## src/rtl/reg_bank_writer_pkg.sv

```systemverilog
// reg_bank_writer_pkg: shared constants and helpers for the register-bank write path
package reg_bank_writer_pkg;
  localparam int DEF_WIDTH = 32;
  localparam int DEF_SEL_W = 3;
  localparam int DEF_DEPTH = 2;
  localparam bit DEF_ZERO_REG0 = 1'b1;
  function automatic int be_w(input int width);
    return width / 8;
  endfunction
endpackage

```

## src/rtl/reg_bank_writer_wfifo.sv

```systemverilog
// reg_bank_writer_wfifo: sync request FIFO (push/pop, registered full, empty, occupancy count)
module reg_bank_writer_wfifo #(
  parameter int DEPTH = 2,
  parameter int W = 8,
  localparam int AW = $clog2(DEPTH),
  localparam int CW = AW + 1
) (
  input  logic          clk,
  input  logic          reset,
  input  logic          push,
  input  logic          pop,
  input  logic [W-1:0]  din,
  output logic [W-1:0]  dout,
  output logic          full,
  output logic          empty,
  output logic [CW-1:0] count
);
  logic [W-1:0] mem [DEPTH];
  logic [AW-1:0] wp, rp;
  logic [CW-1:0] nxt;
  assign nxt = count + CW'(push) - CW'(pop);
  assign empty = count == '0;
  assign dout = mem[rp];
  always_ff @(posedge clk) begin
    if (reset) begin
      wp <= '0;
      rp <= '0;
      count <= '0;
      full <= 1'b0;
    end else begin
      if (push) wp <= wp + 1'b1;
      if (pop) rp <= rp + 1'b1;
      count <= nxt;
      full <= nxt == CW'(DEPTH);
    end
  end
  always_ff @(posedge clk)
    if (push) mem[wp] <= din;
endmodule

```

## src/rtl/reg_bank_writer.sv

```systemverilog
// reg_bank_writer: queued, byte-masked write port of an NREGS x WIDTH register bank
module reg_bank_writer
  import reg_bank_writer_pkg::*;
#(
  parameter int WIDTH = DEF_WIDTH,
  parameter int SEL_W = DEF_SEL_W,
  parameter int DEPTH = DEF_DEPTH,
  parameter bit ZERO_REG0 = DEF_ZERO_REG0,
  localparam int NREGS = 2 ** SEL_W,
  localparam int BE_W = be_w(WIDTH),
  localparam int CW = $clog2(DEPTH) + 1
) (
  input  logic                   clk,
  input  logic                   reset,
  input  logic                   wr_valid,
  output logic                   wr_ready,
  input  logic [SEL_W-1:0]       wr_sel,
  input  logic [WIDTH-1:0]       wr_data,
  input  logic [BE_W-1:0]        wr_be,
  input  logic                   hold,
  output logic [NREGS*WIDTH-1:0] regs_flat,
  output logic                   wr_done,
  output logic [SEL_W-1:0]       wr_done_sel,
  output logic [CW-1:0]          pending
);
  localparam int PW = SEL_W + WIDTH + BE_W;
  logic full, empty, commit;
  logic [PW-1:0] head;
  logic [SEL_W-1:0] h_sel;
  logic [WIDTH-1:0] h_data;
  logic [BE_W-1:0] h_be;
  logic [NREGS-1:0] en;
  assign wr_ready = !full;
  assign commit = !empty && !hold;
  assign {h_sel, h_data, h_be} = head;
  assign en = commit ? NREGS'(1) << h_sel : '0;
  reg_bank_writer_wfifo #(.DEPTH(DEPTH), .W(PW)) u_fifo (
    .clk(clk),
    .reset(reset),
    .push(wr_valid && !full),
    .pop(commit),
    .din({wr_sel, wr_data, wr_be}),
    .dout(head),
    .full(full),
    .empty(empty),
    .count(pending)
  );
  for (genvar k = 0; k < NREGS; k++) begin : g_reg
    logic [WIDTH-1:0] r;
    assign regs_flat[k*WIDTH +: WIDTH] = r;
    always_ff @(posedge clk) begin
      if (reset || (ZERO_REG0 && k == 0)) r <= '0;
      else if (en[k])
        for (int b = 0; b < BE_W; b++)
          if (h_be[b]) r[8*b +: 8] <= h_data[8*b +: 8];
    end
  end
  always_ff @(posedge clk) begin
    if (reset) begin
      wr_done <= 1'b0;
      wr_done_sel <= '0;
    end else begin
      wr_done <= commit;
      if (commit) wr_done_sel <= h_sel;
    end
  end
endmodule

```

## config.mk

```make
export PLATFORM = sky130hd
export DESIGN_NAME = reg_bank_writer
export DESIGN_NICKNAME = d
export VERILOG_FILES = /design/src/rtl/reg_bank_writer_pkg.sv /design/src/rtl/reg_bank_writer_wfifo.sv /design/src/rtl/reg_bank_writer.sv
export SDC_FILE = /design/constraint.sdc
export NUM_CORES = 1
export LEC_CHECK = 0
export BUFFER_PORTS_ARGS = -buffer_cell sky130_fd_sc_hd__buf_2
export CORE_UTILIZATION = 35
export DETAILED_ROUTE_END_ITERATION = 10
export PLACE_DENSITY_LB_ADDON = 0.3
export SLEW_MARGIN = 15
export SYNTH_ARGS = -nofsm -noshare
export SYNTH_HDL_FRONTEND = slang
export SYNTH_SLANG_ARGS = --single-unit
```

## constraint.sdc

```tcl
create_clock -name clk -period 3.4 [get_ports clk]
set_input_delay 0.68 -clock clk [delete_from_list [all_inputs] [get_ports clk]]
set_output_delay 0.68 -clock clk [all_outputs]
set_load 0.005 [all_outputs]
```

# == Word level (Yosys, flattened, before mapping) ==
# Memories as Yosys holds them, arrays and structs flattened. A register that Yosys moved wholly into a read port is not among the register bits.
# Cells that the tools add are included.
# W data, S select, Z words.
# word_totals
regBits,233
mem_count,1
out_inout_bits,263
ramBits,78
in_bits,43
# op_classes
shifts,1
n_reduce_logical,34
mux,5
eq_ne,1
n_addsub,4
# memory_table
name,depth,width,read_ports,rd_clocked_by_memory_dff,wr,line,source
u_fifo.mem,2,39,1,1,1,reg_bank_writer_wfifo.sv:18,logic [W-1:0] mem [DEPTH];
# op_table
op,n
$reduce_and A2 Y1,28
$mux W8,1
$shl A1 B3 Y8 const A,1
$mux W1,4
$logic_not A1 Y1,3
$add A1 B1 Y1 const B,2
$add A2 B1 Y2,1
$eq A2 B2 Y1 const B,1
$logic_and A1 B1 Y1,2
$logic_not A2 Y1,1
$sub A2 B1 Y2,1

# == Depth between registers and ports, before layout ==
# logic_depth
word_depth,5
ltp_mapped,7
ltp_nobuf,6

# == Modules after synthesis ==
# A second synthesis with hierarchy kept.
# hier_totals
cells_unflattened,975
hier_area_um2,12393.1
# modules_own_cells
module,area_per_inst_um2,n_inst,cells_each
reg_bank_writer,9297.7,1,832
reg_bank_writer_wfifo,3095.5,1,143

# == Worst setup path before layout ==
# OpenSTA, ideal clock, no wires.
# synth_path
path_type,input-to-reg
start,in wr_valid
end,"mem u_fifo.mem[0][0] (netlist name), enable pin"
path_slack_ns,0.178
path_buffers,0
arrival_ns,2.782
stages,2
required_time_ns,2.960
path_cell_list,nor2b_1 nor2b_1
# synth_via
elab_chain_cells,3
# synth_rtl
item,line,source
start: declaration,reg_bank_writer.sv:15,"input logic wr_valid,"
$logic_and A1 B1 Y1,reg_bank_writer.sv:40,".push(wr_valid && !full),"
$mux W1,reg_bank_writer_wfifo.sv:38,if (push) mem[wp] <= din;
$mux W1 (not written as such),reg_bank_writer_wfifo.sv:38,
end: declaration,reg_bank_writer_wfifo.sv:18,
# No other way between the ends.

==> run metrics <==
global-route wire length before repair 47.0 mm; Pre-antenna DRT Iters 4; I/O Pins 306; TNS Setup 0 ns; H-tree Lvls 2; # port buffers between 200 and 300; clk buf depth 3; top-area cell type share of the netlist area between 30% and 40%; Post-synth EDFFs 78; unrepaired setup endpoints after global routing false; cts repair resizes 0; row count 68; slowest cell on the critical path dfxtp_4; cells after synthesis 1009; # clock sinks 312; P&R area growth vs syn 22.0%; vias in the first global route slightly below 8000; Worst VDD drop between 0.3 and 0.4 mV; Die Span X 190 microns; Clk pin slew, worst setup/hold paths ~0.060 ns; clock skew 0.0267 ns; Via density 4.55; Power Density 620 nW/um^2; CP max stage delay 0.64 ns; sequential area share after synthesis 56.5%; commonest cells in the netlist 258 x mux2i_1, 234 x dfxtp_1, 227 x nand2b_1, 78 x edfxtp_1, 62 x clkbuf_1; Hold Crit Class in -> reg; critical path peak fanout 24; pin count of the biggest net entering global routing 119; Slew @ Worst Pin approximately 0.81 ns; CTS tree built; Synth cell types 42; post-synthesis register bit count 312; Final Hold Fails 0; Die Span Y 190 microns; Slew Viols, Final 0; cts bufs inserted 35; Post-synth ARST share 0%; hold_buf cts 0; Root Driver clkbuf_16; Post-CTS Setup Bufs 0; Static Leak 6.42 nW; Antenna Cells 0; Yosys warnings 0; Die Footprint ~36000 sq um; RD Place Congestion 0.749; count leader, synth mux2i_1; final core utilization 43.7%; Core Box Area approximately 35000 sq um; initial drt markers between 200 and 300; Initial Utilization 35.8%; ANT nets after route 0; Synth Area per Inst 12.3 sq um; final setup vio count 0; # Max-Cap Violations 0; vias around 7900; initial antenna violation count 2; f_max 0.384 GHz; Post-DP HPWL 21.5 mm; worst-path cell chain buf_4 > mux2i_4 > nand2b_1 > mux2i_1; period utilization 76.5%; gr usage total between 10% and 20%; CP endpoint kind flip-flop; relative slew slack 45.6%; routed length per placed instance between 15 and 20 microns; Crit Path Category reg -> reg; Final Routed Wirelength 31.4 mm; Cell Area, Synth approximately 12000 sq um; # nets final 1299; critical path arrival about 3.0 ns; Overflow after GRT 0; Residual DRC 0; Critical Path RT around 3.8 ns; Final min period roughly 2.6 ns; fraction of layout cells with a size suffix above 1 roughly a third; Synth area leaders dfxtp_1 38%, mux2i_1 21%, edfxtp_1 19%; crit start category flip-flop; Post-synth top flop dfxtp_1; status finished clean; clock latency on the worst-skew pair 0.52 ns; Synth area leader dfxtp_1
==> power breakdown <==
group          internal [mW]  leakage (nW)  switching [mW]
Sequential              4.12          2.62           0.169
Clock                   2.21         0.553            1.50
Combinational          0.559          3.25           0.833
Total                   6.89          6.42            2.50
==> cell usage in the layout, fill, tap and decap left out, types with 3 or more instances in the layout <==
cell	Yosys	layout
buf_2	4	272
mux2i_1	258	258
dfxtp_1	234	233
nand2b_1	227	227
edfxtp_1	78	78
clkbuf_16	0	37
or2_2	32	32
conb_1	1	32
nor2_2	13	13
nor2_1	12	12
buf_4	36	10
clkbuf_1	62	7
nor2_8	6	6
clkinv_2	0	6
xnor2_1	4	4
mux2i_4	3	3
mux2_4	3	3
clkbuf_8	0	3
clkinv_1	0	3
==> final cells by class <==
class / count / area (sq um)
clock inverter: 15 / 136
inverter: 1 / 3.75
multi-input combinational: 621 / 4960
clock buffer: 47 / 993
fill: 3269 / 19500
sequential: 312 / 7030
tap: 455 / 569
timing repair buffer: 284 / 1470
==> worst max-delay path, delay by kind of cell, from the launching register on <==
family                 cells  cell delay (ns)
AND/OR/NAND/NOR            1             0.55
buffers and inverters      1             0.50
multiplexers               2             0.83
flip-flops                 1             0.64
==> layer usage <==
| layer | track usage (%) | share of wire, % |
|---|---|---|
| met5 | 0 | 0.076 |
| met4 | 4.95 | 2.5 |
| met3 | 4.93 | 6.5 |
| met2 | 27.6 | 46 |
| met1 | 22.0 | 45 |
==> metrics by stage <==
step / hold slack (ns) / total power [mW] / area [sq um] / std cells / worst slack (ns)
final: 0.352 / 9.40 / 15200 / 1735 / 0.799
after global placement: 0.455 / 5.77 / 14000 / 1673 / 0.819
after global routing: 0.328 / 9.81 / 15200 / 1735 / 0.606
after detailed placement: 0.457 / 5.79 / 14000 / 1673 / 0.727
after floorplan: 0.465 / 5.37 / 12500 / 1040 / 0.178
after CTS: 0.333 / 9.53 / 15200 / 1735 / 0.750
==> state kept, by name (all words and copies together) (netlist names), named ones only <==
register and cells:
u_fifo.wp 1, wr_done_sel 3, u_fifo.full 1, wr_done 1
u_fifo.mem 78, u_fifo.rp 1, g.r 224, u_fifo.count 2
==> final timing paths <==
kind,slack (ns),start,cells past startpoint,endpoint
worst max-delay path,0.80,flip-flop,4,g_reg[5].r[11]
worst min-delay path,0.35,wr_data[22],1,u_fifo.mem[1][26]
worst max register to register,0.80,flip-flop,4,g_reg[5].r[11]
worst min register to register,0.47,g_reg[6].r[26],2,g_reg[6].r[26]
==> kinds of logic after synthesis <==
family | synth area share (%)
adders and majority gates | 0.101
other | 0.0302
DFF | 56.5
xor gates and xnor gates | 0.352
AOI/OAI and AO/OA | 0.473
buffers and inverters | 4.54
and+or+nand+nor | 16.2
muxes | 21.8
Power figures use the tool's default switching activity.
